File: src/rtl/led_trail_if.sv
// LED display bus between the pattern source and the led_trail stage:
// refresh request (enable/position) in, LED drive and head index out.
interface led_trail_if #(
  parameter int NUM_LEDS = 18
);
  logic                enable;
  logic [4:0]          position;
  logic [NUM_LEDS-1:0] LEDR;
  logic [4:0]          head;

  modport master (output enable, position, input  LEDR, head);
  modport slave  (input  enable, position, output LEDR, head);
endinterface

File: src/rtl/led_trail.sv
// Comet-trail LED display: head LED held at full brightness, older LEDs fade via PWM.
// LED_TRAIL_DECAY_EN enables the fading trail; otherwise LEDR is a registered one-hot of head.
module led_trail #(
  parameter int NUM_LEDS  = 18,
  parameter int PWM_BITS  = 4,
  parameter int DECAY_DIV = 4
) (
  input logic        Clock,
  input logic        Resetn,
  led_trail_if.slave bus
);
  if (NUM_LEDS < 1 || NUM_LEDS > 32 || PWM_BITS < 1 || DECAY_DIV < 1) begin : g_bad_cfg
    $error("led_trail: illegal parameter set");
  end

  logic                accept;
  logic [4:0]          head_d, head_q;
  logic [NUM_LEDS-1:0] ledr;

  always_comb begin
    accept = bus.enable && ({1'b0, bus.position} < 6'(NUM_LEDS));
    head_d = accept ? bus.position : head_q;
  end

  always_ff @(posedge Clock or negedge Resetn) begin
    if (!Resetn) head_q <= '0;
    else         head_q <= head_d;
  end

  assign bus.head = head_q;
  assign bus.LEDR = ledr;

`ifdef LED_TRAIL_DECAY_EN
  localparam int LMAX = (1 << PWM_BITS) - 1;
  localparam int DW   = (DECAY_DIV > 1) ? $clog2(DECAY_DIV) : 1;

  logic [PWM_BITS-1:0] pwm_cnt_d, pwm_cnt_q;
  logic [DW-1:0]       dec_cnt_d, dec_cnt_q;
  logic                tick;

  // Both counters free-run regardless of refresh activity.
  always_comb begin
    tick      = (dec_cnt_q == DW'(DECAY_DIV - 1));
    dec_cnt_d = tick ? '0 : dec_cnt_q + 1'b1;
    pwm_cnt_d = (pwm_cnt_q == PWM_BITS'(LMAX - 1)) ? '0 : pwm_cnt_q + 1'b1;
  end

  always_ff @(posedge Clock or negedge Resetn) begin
    if (!Resetn) begin
      dec_cnt_q <= '0;
      pwm_cnt_q <= '0;
    end else begin
      dec_cnt_q <= dec_cnt_d;
      pwm_cnt_q <= pwm_cnt_d;
    end
  end

  for (genvar i = 0; i < NUM_LEDS; i++) begin : g_led
    logic [PWM_BITS-1:0] level_d, level_q;
    logic                led_d, led_q;
    logic                refresh;

    assign refresh = accept && (bus.position == 5'(i));

    // Refresh beats a coincident decay tick; decay saturates at zero.
    always_comb begin
      level_d = level_q;
      if (refresh)                     level_d = '1;
      else if (tick && level_q != '0)  level_d = level_q - 1'b1;
      led_d = (level_q > pwm_cnt_q);
    end

    always_ff @(posedge Clock or negedge Resetn) begin
      if (!Resetn) begin
        level_q <= '0;
        led_q   <= 1'b0;
      end else begin
        level_q <= level_d;
        led_q   <= led_d;
      end
    end

    assign ledr[i] = led_q;
  end
`else
  logic                seen_d, seen_q;
  logic [NUM_LEDS-1:0] ledr_d, ledr_q;

  // seen keeps LEDR dark until a first position is accepted, even though head resets to 0.
  always_comb begin
    seen_d = seen_q | accept;
    ledr_d = seen_q ? (NUM_LEDS'(1) << head_q) : '0;
  end

  always_ff @(posedge Clock or negedge Resetn) begin
    if (!Resetn) begin
      seen_q <= 1'b0;
      ledr_q <= '0;
    end else begin
      seen_q <= seen_d;
      ledr_q <= ledr_d;
    end
  end

  assign ledr = ledr_q;
`endif
endmodule

File: src/flat_wrapper.sv
// flat-port wrapper written by rule: the top's interface ports become plain ports
module led_trail_flat 
#(
  parameter int NUM_LEDS  = 18,
  parameter int PWM_BITS  = 4,
  parameter int DECAY_DIV = 4
)
  (Clock, Resetn, bus_enable, bus_position, bus_LEDR, bus_head);
  led_trail_if #(.NUM_LEDS(NUM_LEDS)) bus_i ();
  input logic Clock;
  input logic Resetn;
  input wire logic [$bits(bus_i.enable)-1:0] bus_enable;
  input wire logic [$bits(bus_i.position)-1:0] bus_position;
  output wire logic [$bits(bus_i.LEDR)-1:0] bus_LEDR;
  output wire logic [$bits(bus_i.head)-1:0] bus_head;
  assign bus_i.enable = bus_enable;
  assign bus_i.position = bus_position;
  assign bus_LEDR = bus_i.LEDR;
  assign bus_head = bus_i.head;
  led_trail #(.NUM_LEDS(NUM_LEDS), .PWM_BITS(PWM_BITS), .DECAY_DIV(DECAY_DIV)) u_core (.Clock(Clock), .Resetn(Resetn), .bus(bus_i));
endmodule
File: config.mk
export PLATFORM = sky130hd
export DESIGN_NAME = led_trail_flat
export DESIGN_NICKNAME = d
export VERILOG_FILES = /design/src/rtl/led_trail_if.sv /design/src/rtl/led_trail.sv /design/src/flat_wrapper.sv
export SDC_FILE = /design/constraint.sdc
export NUM_CORES = 1
export LEC_CHECK = 0
export ABC_AREA = 1
export CORE_MARGIN = 2
export CORE_UTILIZATION = 38
export DETAILED_ROUTE_END_ITERATION = 10
export PLACE_DENSITY_LB_ADDON = 0.25
export SLEW_MARGIN = 20
export SYNTH_ARGS = -nofsm -noshare
export SYNTH_HDL_FRONTEND = slang
export SYNTH_SLANG_ARGS = --single-unit
File: constraint.sdc
create_clock -name Clock -period 0.8 [get_ports Clock]
set_clock_uncertainty 0.1 [all_clocks]
set_input_delay 0.16 -clock Clock [delete_from_list [all_inputs] [get_ports Clock]]
set_output_delay 0.16 -clock Clock [all_outputs]
set_load 0.05 [all_outputs]
==> out/qor.yml <==
global_routing:
  grt.overflow.total: 0
  grt_max_degree: 25
  grt_pass1_wl_mm: 3.243
  grt.total_usage: 0.1684
  grt_pass1_vias: 716
  antenna_found_initial: 0
detailed_routing:
  routed_via_density: 4.974
  drt_iter0_markers: 7
  vias: 761
  route.detailed.drc: 0
  wire_per_inst_um: 16.82
  wl_mm: 2.574
  ant_nets: 0
  firstDrtPassIters: 4
yosys:
  synth.distinct_cells: 10
  syn_nets: 88
  synth-compound-area-share: 0
  synth-seq-cells: 24
  synth_cells: 80
  synth_top_family_by_area: "simple AND/OR/NAND/NOR gates"
  synth_xor_area_frac: 0
  yosys.area_share.simple: 0.2843
  synth_edf_count: 0
  synth_top_area_cell: "dfrtp_1"
  synth-adder-area-share: 0
  yosysMostFrequentCell: "dfrtp_1"
  synth_top_cells_by_count: "24 x dfrtp_1, 18 x nor2_1, 14 x nand3_1"
  syn_area_um2: 875.8
  synth.yosys.warnings: 0
  synthArstFlopShare: 1.000
  ys_top_cells_by_area: "dfrtp_1 69%, nand3_1 8.0%, nor2_1 7.7%"
  synth_mux_area_frac: 0
  ys_seq_area_frac: 0.6857
  synth_ff_type: "dfrtp_1"
  synth_top_area_share: 0.6857
  syn_avg_cell_area_um2: 10.95
finish:
  area_growth_pct: 99.43
  finish.utilization: 0.7973
  fillers: 122
  layout.cells.non_filler: 153
  stdcell_area_um2: 1747
  nets: 134
  layout-drive-gt1-share: 0.7360
  diodes: 0
  seq_area_um2: 628.1
  multi_input_area_um2: 339.1
timing:
  max_freq_mhz: 827.2
  rsz0062_at_grt: "true"
  hold_violations: 0
  fin_crit_sh: 1.511
  worstMarginPinSlew_ns: 0.2835
  period_minus_slack_ns: 1.209
  slew_violations: 0
  relSlewSlack: 0.8107
  setup_ws_ns: -0.4089
  hold_slack_ns: 0.06067
  setup_viol: 46
clocking:
  cts_hold_buffers: 0
  cts.sinks: 24
  cts_tree: "done"
  clk_latency_ns: 0.32
  h-tree-depth: 1
  clk_pin_slew_ns: 0.13
  clockBufferDepth: 2
  clock-root-buffer: "clkbuf_4"
  cts_made_buffers: 3
die:
  io_pins: 31
  die-height_um: 52.01
  rows: 17
  core-area_um2: 2191
  die_area_um2: 2705
  dieWidth_um: 52.01
  start_util: 0.3998
critical_path:
  crit_fanout: 2
  r2r_setup_slack_ns: -0.38
  reg2reg_from: "u_core.bus.head[0]$_DFFE_PN0P_"
  critPathKind: "register to output pin"
  rr_endpoint: "u_core.bus.LEDR[6]$_DFF_PN0_"
  critPathSlowestCell: "dfrtp_2"
  required_ns: 0.54
  startpoint_type: "register"
  rr_worst_depth: 4
  path_cells: "buf_12"
  end_kind: "output pin"
  path_delay_family: "flip-flops"
  arrival_ns: 0.95
  critPathBufInv: 1
  cp_slowest_stage_delay_ns: 0.46
min_path:
  hp-start: "bus_position[4]"
  holdPathStages: 3
  whs_endpoint: "u_core.bus.head[4]$_DFFE_PN0P_"
  min_path_type: "primary input to register"
flow_run:
  drv_cap: 0
power:
  p_leak_nw: 0.7673
  ir_drop_uv: 1653
  power_density_nw_per_um2: 1911
outcome:
  run_status: "finished, violations left"
  violations: "setup timing"
place:
  place_congestion: 0.7289
  hpwlAfterDp_mm: 1.312
  placed_cell_area_um2: 1488
  dp.cells: 139
  io_buffer_count: 30
[where the power goes]
part / switching [mW] / internal, mW / leakage, nW
Combinational: 0.712 / 0.570 / 0.459
Clock: 0.378 / 0.279 / 0.0210
Sequential: 0.0914 / 1.31 / 0.287
Total: 1.18 / 2.16 / 0.767
[metrics by stage]
stage                     power (mW)  worst slack, ns  setup TNS (ns)
final                          3.338          -0.4089          -15.58
after global routing           3.468          -0.4427          -17.38
after CTS                      3.097          -0.3848          -13.99
after detailed placement       2.381          -0.4993          -5.973
after global placement         2.364          -0.4598          -5.551
after floorplan                1.865          -0.2149          -4.165
[cell families after synthesis]
family / count (synthesis)
buffers and inverters: 7
AND/OR/NAND/NOR: 49
flip-flops: 24
[final cells by class]
| class | count | share of cell area |
|---|---|---|
| clock buffer | 4 | 0.02077 |
| inverter | 7 | 0.02937 |
| multi-input combinational | 49 | 0.1941 |
| sequential | 24 | 0.3596 |
| tap | 28 | 0.02006 |
| timing repair buffer | 41 | 0.3761 |
[cells in the final DEF (no fill, tap or decap), types with 3 or more instances in the layout]
master,n
buf_12,24
buf_4,3
buf_6,6
clkbuf_4,3
dfrtp_2,22
dlygate4sd2_1,3
nand2_1,7
nand2_2,5
nand3_1,8
nand3_2,4
nand3_4,4
nor2_1,8
nor2_2,9
[how the worst max path moves through the flow]
stage | startpoint | to | cells after the start
floorplan | u_core.bus.head[1]$_DFFE_PN0P_ | u_core.bus.LEDR[1]$_DFF_PN0_ | 3
global placement | bus_position[3] | u_core.bus.head[2]$_DFFE_PN0P_ | 7
detailed placement | bus_position[1] | u_core.bus.head[3]$_DFFE_PN0P_ | 7
CTS | u_core.bus.head[1]$_DFFE_PN0P_ | bus_head[1] | 1
global route | u_core.bus.head[0]$_DFFE_PN0P_ | bus_head[0] | 1
finish | u_core.bus.head[0]$_DFFE_PN0P_ | bus_head[0] | 1
[what timing repair did]
| action | 4_1_cts | 5_1_grt |
|---|---|---|
| pin swaps | 6 | 7 |
| setup endpoints to repair | 47 | 47 |
| setup buffers | 5 | 5 |
| gates resized for setup | 18 | 31 |
[layer usage]
layer,part of all wire,track usage
met5,0,0
met2,0.53,0.2848
met3,0.052,0.04598
met1,0.37,0.1909
met4,0.043,0.09211
[registers in the layout, summed over array words and instances (netlist names)]
signal,flops
u_core.bus.head,5
u_core.seen_q,1
u_core.bus.LEDR,18
Power figures use the tool's default switching activity.
